File: src/rtl/uart_tx_arbiter.sv
// Round-robin, packet-locked arbiter feeding one byte-wide UART transmitter.
// Optional mid-packet stall timeout is enabled by defining UART_ARB_TIMEOUT_EN.
module uart_tx_arbiter #(
  parameter int NUM_REQ        = 4,
  parameter int BUFFER_WIDTH   = 8,
  parameter int TIMEOUT_CYCLES = 1024
) (
  input  logic                            clk,
  input  logic                            rst_n,
  input  logic [NUM_REQ*BUFFER_WIDTH-1:0] req_data,
  input  logic [NUM_REQ-1:0]              req_valid,
  input  logic [NUM_REQ-1:0]              req_last,
  output logic [NUM_REQ-1:0]              req_ready,
  output logic [BUFFER_WIDTH-1:0]         tx_data,
  output logic                            tx_valid,
  input  logic                            tx_ready,
  output logic [$clog2(NUM_REQ)-1:0]      grant_id,
  output logic                            busy,
  output logic                            timeout_err
);

  localparam int GW = $clog2(NUM_REQ);
  localparam logic [NUM_REQ-1:0] ONE_HOT0 = NUM_REQ'(1);

  if (NUM_REQ < 2 || NUM_REQ > 8) begin : g_bad_num_req
    $error("uart_tx_arbiter: NUM_REQ must be in 2..8");
  end
  if (TIMEOUT_CYCLES < 1) begin : g_bad_timeout
    $error("uart_tx_arbiter: TIMEOUT_CYCLES must be at least 1");
  end

  typedef enum logic [2:0] {
    IDLE      = 3'd0,
    ACCEPT    = 3'd1,
    ISSUE     = 3'd2,
    WAIT_LOW  = 3'd3,
    WAIT_HIGH = 3'd4
  } state_e;

  state_e                  state_q;
  logic [GW-1:0]           grant_q;
  logic [GW-1:0]           last_owner_q;
  logic [BUFFER_WIDTH-1:0] hold_q;
  logic                    last_q;
  logic                    tx_valid_q;
  logic                    busy_q;
  logic [NUM_REQ-1:0]      req_ready_q;

  logic [GW-1:0]           pick_d;
  logic [BUFFER_WIDTH-1:0] sel_data_d;
  logic                    sel_valid_d;
  logic                    sel_last_d;

  // Scan from last_owner+1 upward (mod NUM_REQ); the closest valid requester wins.
  function automatic logic [GW-1:0] rr_pick(input logic [NUM_REQ-1:0] v,
                                            input logic [GW-1:0]      last);
    logic [GW-1:0] r;
    int            idx;
    r = '0;
    for (int k = NUM_REQ; k >= 1; k--) begin
      idx = (int'(last) + k) % NUM_REQ;
      if (v[idx]) r = GW'(idx);
    end
    return r;
  endfunction

  always_comb begin
    pick_d      = rr_pick(req_valid, last_owner_q);
    sel_data_d  = req_data[int'(grant_q)*BUFFER_WIDTH +: BUFFER_WIDTH];
    sel_valid_d = req_valid[grant_q];
    sel_last_d  = req_last[grant_q];
  end

`ifdef UART_ARB_TIMEOUT_EN
  localparam int CNT_W = $clog2(TIMEOUT_CYCLES + 1);
  logic [CNT_W-1:0] stall_cnt_q;
  logic             timeout_err_q;
  assign timeout_err = timeout_err_q;
`else
  assign timeout_err = 1'b0;
`endif

  always_ff @(posedge clk or negedge rst_n) begin
    if (!rst_n) begin
      state_q       <= IDLE;
      grant_q       <= '0;
      last_owner_q  <= GW'(NUM_REQ - 1);
      hold_q        <= '0;
      last_q        <= 1'b0;
      tx_valid_q    <= 1'b0;
      busy_q        <= 1'b0;
      req_ready_q   <= '0;
`ifdef UART_ARB_TIMEOUT_EN
      stall_cnt_q   <= '0;
      timeout_err_q <= 1'b0;
`endif
    end else begin
`ifdef UART_ARB_TIMEOUT_EN
      timeout_err_q <= 1'b0;
`endif
      case (state_q)
        IDLE: begin
          if (|req_valid) begin
            grant_q     <= pick_d;
            req_ready_q <= ONE_HOT0 << pick_d;
            busy_q      <= 1'b1;
            state_q     <= ACCEPT;
          end
        end
        ACCEPT: begin
          if (sel_valid_d) begin
            hold_q      <= sel_data_d;
            last_q      <= sel_last_d;
            req_ready_q <= '0;
            tx_valid_q  <= 1'b1;
            state_q     <= ISSUE;
`ifdef UART_ARB_TIMEOUT_EN
            stall_cnt_q <= '0;
          end else if (stall_cnt_q == CNT_W'(TIMEOUT_CYCLES - 1)) begin
            // Requester went quiet mid-packet for too long: drop its grant.
            last_owner_q  <= grant_q;
            req_ready_q   <= '0;
            busy_q        <= 1'b0;
            timeout_err_q <= 1'b1;
            stall_cnt_q   <= '0;
            state_q       <= IDLE;
          end else begin
            stall_cnt_q <= stall_cnt_q + CNT_W'(1);
`endif
          end
        end
        ISSUE: begin
          if (tx_ready) begin
            tx_valid_q <= 1'b0;
            state_q    <= WAIT_LOW;
          end
        end
        WAIT_LOW: begin
          if (!tx_ready) state_q <= WAIT_HIGH;
        end
        WAIT_HIGH: begin
          // tx_ready returning high marks the end of the UART frame.
          if (tx_ready) begin
            if (last_q) begin
              last_owner_q <= grant_q;
              busy_q       <= 1'b0;
              state_q      <= IDLE;
            end else begin
              req_ready_q <= ONE_HOT0 << grant_q;
              state_q     <= ACCEPT;
            end
          end
        end
        default: begin
          tx_valid_q  <= 1'b0;
          busy_q      <= 1'b0;
          req_ready_q <= '0;
          state_q     <= IDLE;
        end
      endcase
    end
  end

  assign req_ready = req_ready_q;
  assign tx_data   = hold_q;
  assign tx_valid  = tx_valid_q;
  assign grant_id  = grant_q;
  assign busy      = busy_q;

endmodule

File: config.mk
export PLATFORM = sky130hd
export DESIGN_NAME = uart_tx_arbiter
export DESIGN_NICKNAME = d
export VERILOG_FILES = /design/src/rtl/uart_tx_arbiter.sv
export SDC_FILE = /design/constraint.sdc
export NUM_CORES = 1
export LEC_CHECK = 0
export ABC_CLOCK_PERIOD_IN_PS = 5300
export CAP_MARGIN = 10
export CELL_PAD_IN_SITES_DETAIL_PLACEMENT = 1
export CELL_PAD_IN_SITES_GLOBAL_PLACEMENT = 1
export CORE_MARGIN = 2
export CORE_UTILIZATION = 30
export CTS_CLUSTER_SIZE = 40
export DETAILED_ROUTE_END_ITERATION = 8
export HOLD_SLACK_MARGIN = 0.12
export PLACE_DENSITY = 0.73
export SYNTH_ARGS = -nofsm -noshare
export SYNTH_HDL_FRONTEND = slang
export SYNTH_SLANG_ARGS = --single-unit
File: constraint.sdc
create_clock -name clk -period 5.3 [get_ports clk]
set_input_delay 1.06 -clock clk [delete_from_list [all_inputs] [get_ports clk]]
set_output_delay 1.06 -clock clk [all_outputs]
set_load 0.01 [all_outputs]
==> reports/metrics.cfg <==
[status]
status = finished, final reports clean

[global_route]
grt_pass1_vias = 1360
antenna_found_initial = 0
grt-ovfl-total = 0
track_usage = 0.167
grt_pass1_wl_um = 6780
grt_max_degree = 23

[sta]
worst_pin_slew_ps = 1040
post-route-period-util = 0.531
setup_tns_ps = 0
max_freq_ghz = 0.356
holdWs_ps = 499
fin_ws_ps = 2490
drv_slew = 0
post-route-min-period_ps = 2810
setup_viol = 0
fin_skew_ps = 5.34
rsz0062_at_grt = false
slew_headroom = 0.308
hold_viol = 0

[pwr]
ir_worst_vdd_uv = 240
power.density_nw_per_um2 = 479
p_leak_nw = 0.804
finalPower_mw = 0.991

[placed_design]
dpl.hpwl_um = 3330
dpl_cell_area_um2 = 2010
port_buffers = 58
dp.cells = 226
finalWeightedCongestion = 0.758
dp_slack_ps = 2230

[yosys]
syn_area_per_cell_um2 = 11.5
synth_fp_nets = 165
ys.warnings.count = 0
postSynthRegisterBits = 22
synth_seq_area_share = 0.396
netlist_instances = 122
synth_cell_types = 44
yosysTopAreaCell = dfrtp_1
synth.most_common_cell = dfrtp_1
synthArstFlopShare = 1.00
synth_top_area_frac = 0.358
synth_flop_cell = dfrtp_1
synth_edf_count = 0
synth.area.top_cells = dfrtp_1 (36%), mux4_2 (13%), mux2_1 (9.7%)
netlist_area_um2 = 1400
ys_top_cells_by_count = dfrtp_1 (20), mux2_1 (12), nor2_1 (9)

[worst_hold_path]
hold_depth = 1
min_path_type = reg -> reg
hold_path_end = tx_data[4]$_DFFE_PN0P_
hold_start = tx_data[4]$_DFFE_PN0P_

[floorplanning]
pin_count = 60
die_area_um2 = 5220
rows = 24
core_um2 = 4410
die_y_um = 72.3
die_x_um = 72.3
initial_core_util = 0.317

[clock_network]
tritoncts = done
htreeDepth = 1
post_cts_buffers = 0
cts_inserted_buffers = 3
clk_pin_slew_ps = 90
cts_num_sinks = 22
clk_path_buf_depth = 2
postCtsHoldBufs = 0
ctsResizeCount = 0
insertion_delay_ps = 260
cts-root-buf = clkbuf_8

[final_layout]
utilization = 0.468
fillers = 486
instances_no_fill = 230
antenna_cells = 0
finalInstanceArea_um2 = 2070
drive_gt1_frac = 0.107
final_nets = 222
syn_to_final_growth_pct = 47.9

[routing]
viasPerCell = 5.37
drc = 0
drt-total-wl_um = 4130
wire_per_inst_um = 17.9
drtIter0Drc = 53
first_pass_iters = 4
drtAntennaViolNets = 0
routed-via-count = 1234

[setup_path]
r2r_end = tx_data[7]$_DFFE_PN0P_
path_max_fanout = 7
crit_arrival_ps = 2950
crit_type = in -> reg
reg2reg_depth = 4
r2r_slack_ps = 2930
crit_required_ps = 5440
start_kind = primary input
timing.rr.start = grant_id[0]$_DFFE_PN0P_
cp-end-kind = flop

[job]
maxCapViolCount = 0

-- flip-flops by register name, indices dropped and copies added (netlist names) --
| signal | count |
|---|---|
| busy | 1 |
| grant_id | 2 |
| last_owner_q | 2 |
| last_q | 1 |
| req_ready | 4 |
| state_q | 3 |
| tx_data | 8 |
| tx_valid | 1 |
-- metal layers --
layer	global-route usage	up-vias	wire, um
met3	0.0222	2	61
met4	0.0252	0	27
met1	0.202	633	1710
met5	0	-	0
met2	0.318	16	2330
li1	-	583	-
-- critical path, stage by stage --
cell and delay [ps]:
clkdlybuf4s50_1 510, or4_1 650, o32ai_1 380, or3_4 260, o41ai_1 80
-- power by group --
group / internal, mW / switching [mW] / leakage (nW)
sequential: 0.247 / 0.105 / 0.264
clock: 0.0662 / 0.0563 / 0.0288
combinational: 0.301 / 0.216 / 0.512
total: 0.614 / 0.377 / 0.804
-- kinds of logic after synthesis --
group / share of synthesized area
AOI/OAI and AO/OA: 0.141
xor gates and xnor gates: 0.00627
buffers and inverters: 0.0304
DFF: 0.396
muxes: 0.270
other: 0.00268
and+or+nand+nor: 0.153
-- placed cells by master (no fill, tap or decap), types with 3 or more instances in the layout --
cell type	n
clkbuf_8	4
mux4_2	8
nand2_1	6
dfrtp_1	20
nor2_1	9
mux2_1	12
o41ai_1	3
o31ai_1	6
nand2b_1	5
a21oi_1	5
o21ai_1	3
clkdlybuf4s50_1	58
-- final cells by class --
type	instances	area [um^2]	share of cell area
well taps	52	65.1	0.0315
inverters	3	11.3	0.00545
flip-flops and latches	22	553	0.268
multi-input cells	91	802	0.388
clock buffers	4	55.1	0.0266
repair buffers	58	581	0.281
-- worst max-delay path by stage --
stage                                     endpoint                    start  cells after the start
after CTS                              grant_id[0]  grant_id[0]$_DFFE_PN0P_                      1
after global routing                   grant_id[0]  grant_id[0]$_DFFE_PN0P_                      1
after floorplan                 last_q$_DFFE_PN0P_             req_valid[3]                      4
after detailed placement  req_ready[3]$_DFFE_PN0P_             req_valid[1]                      5
after global placement      tx_data[4]$_DFFE_PN0P_             req_valid[3]                      5
final                     req_ready[3]$_DFFE_PN0P_             req_valid[1]                      5
(Power assumes the default switching activity.)
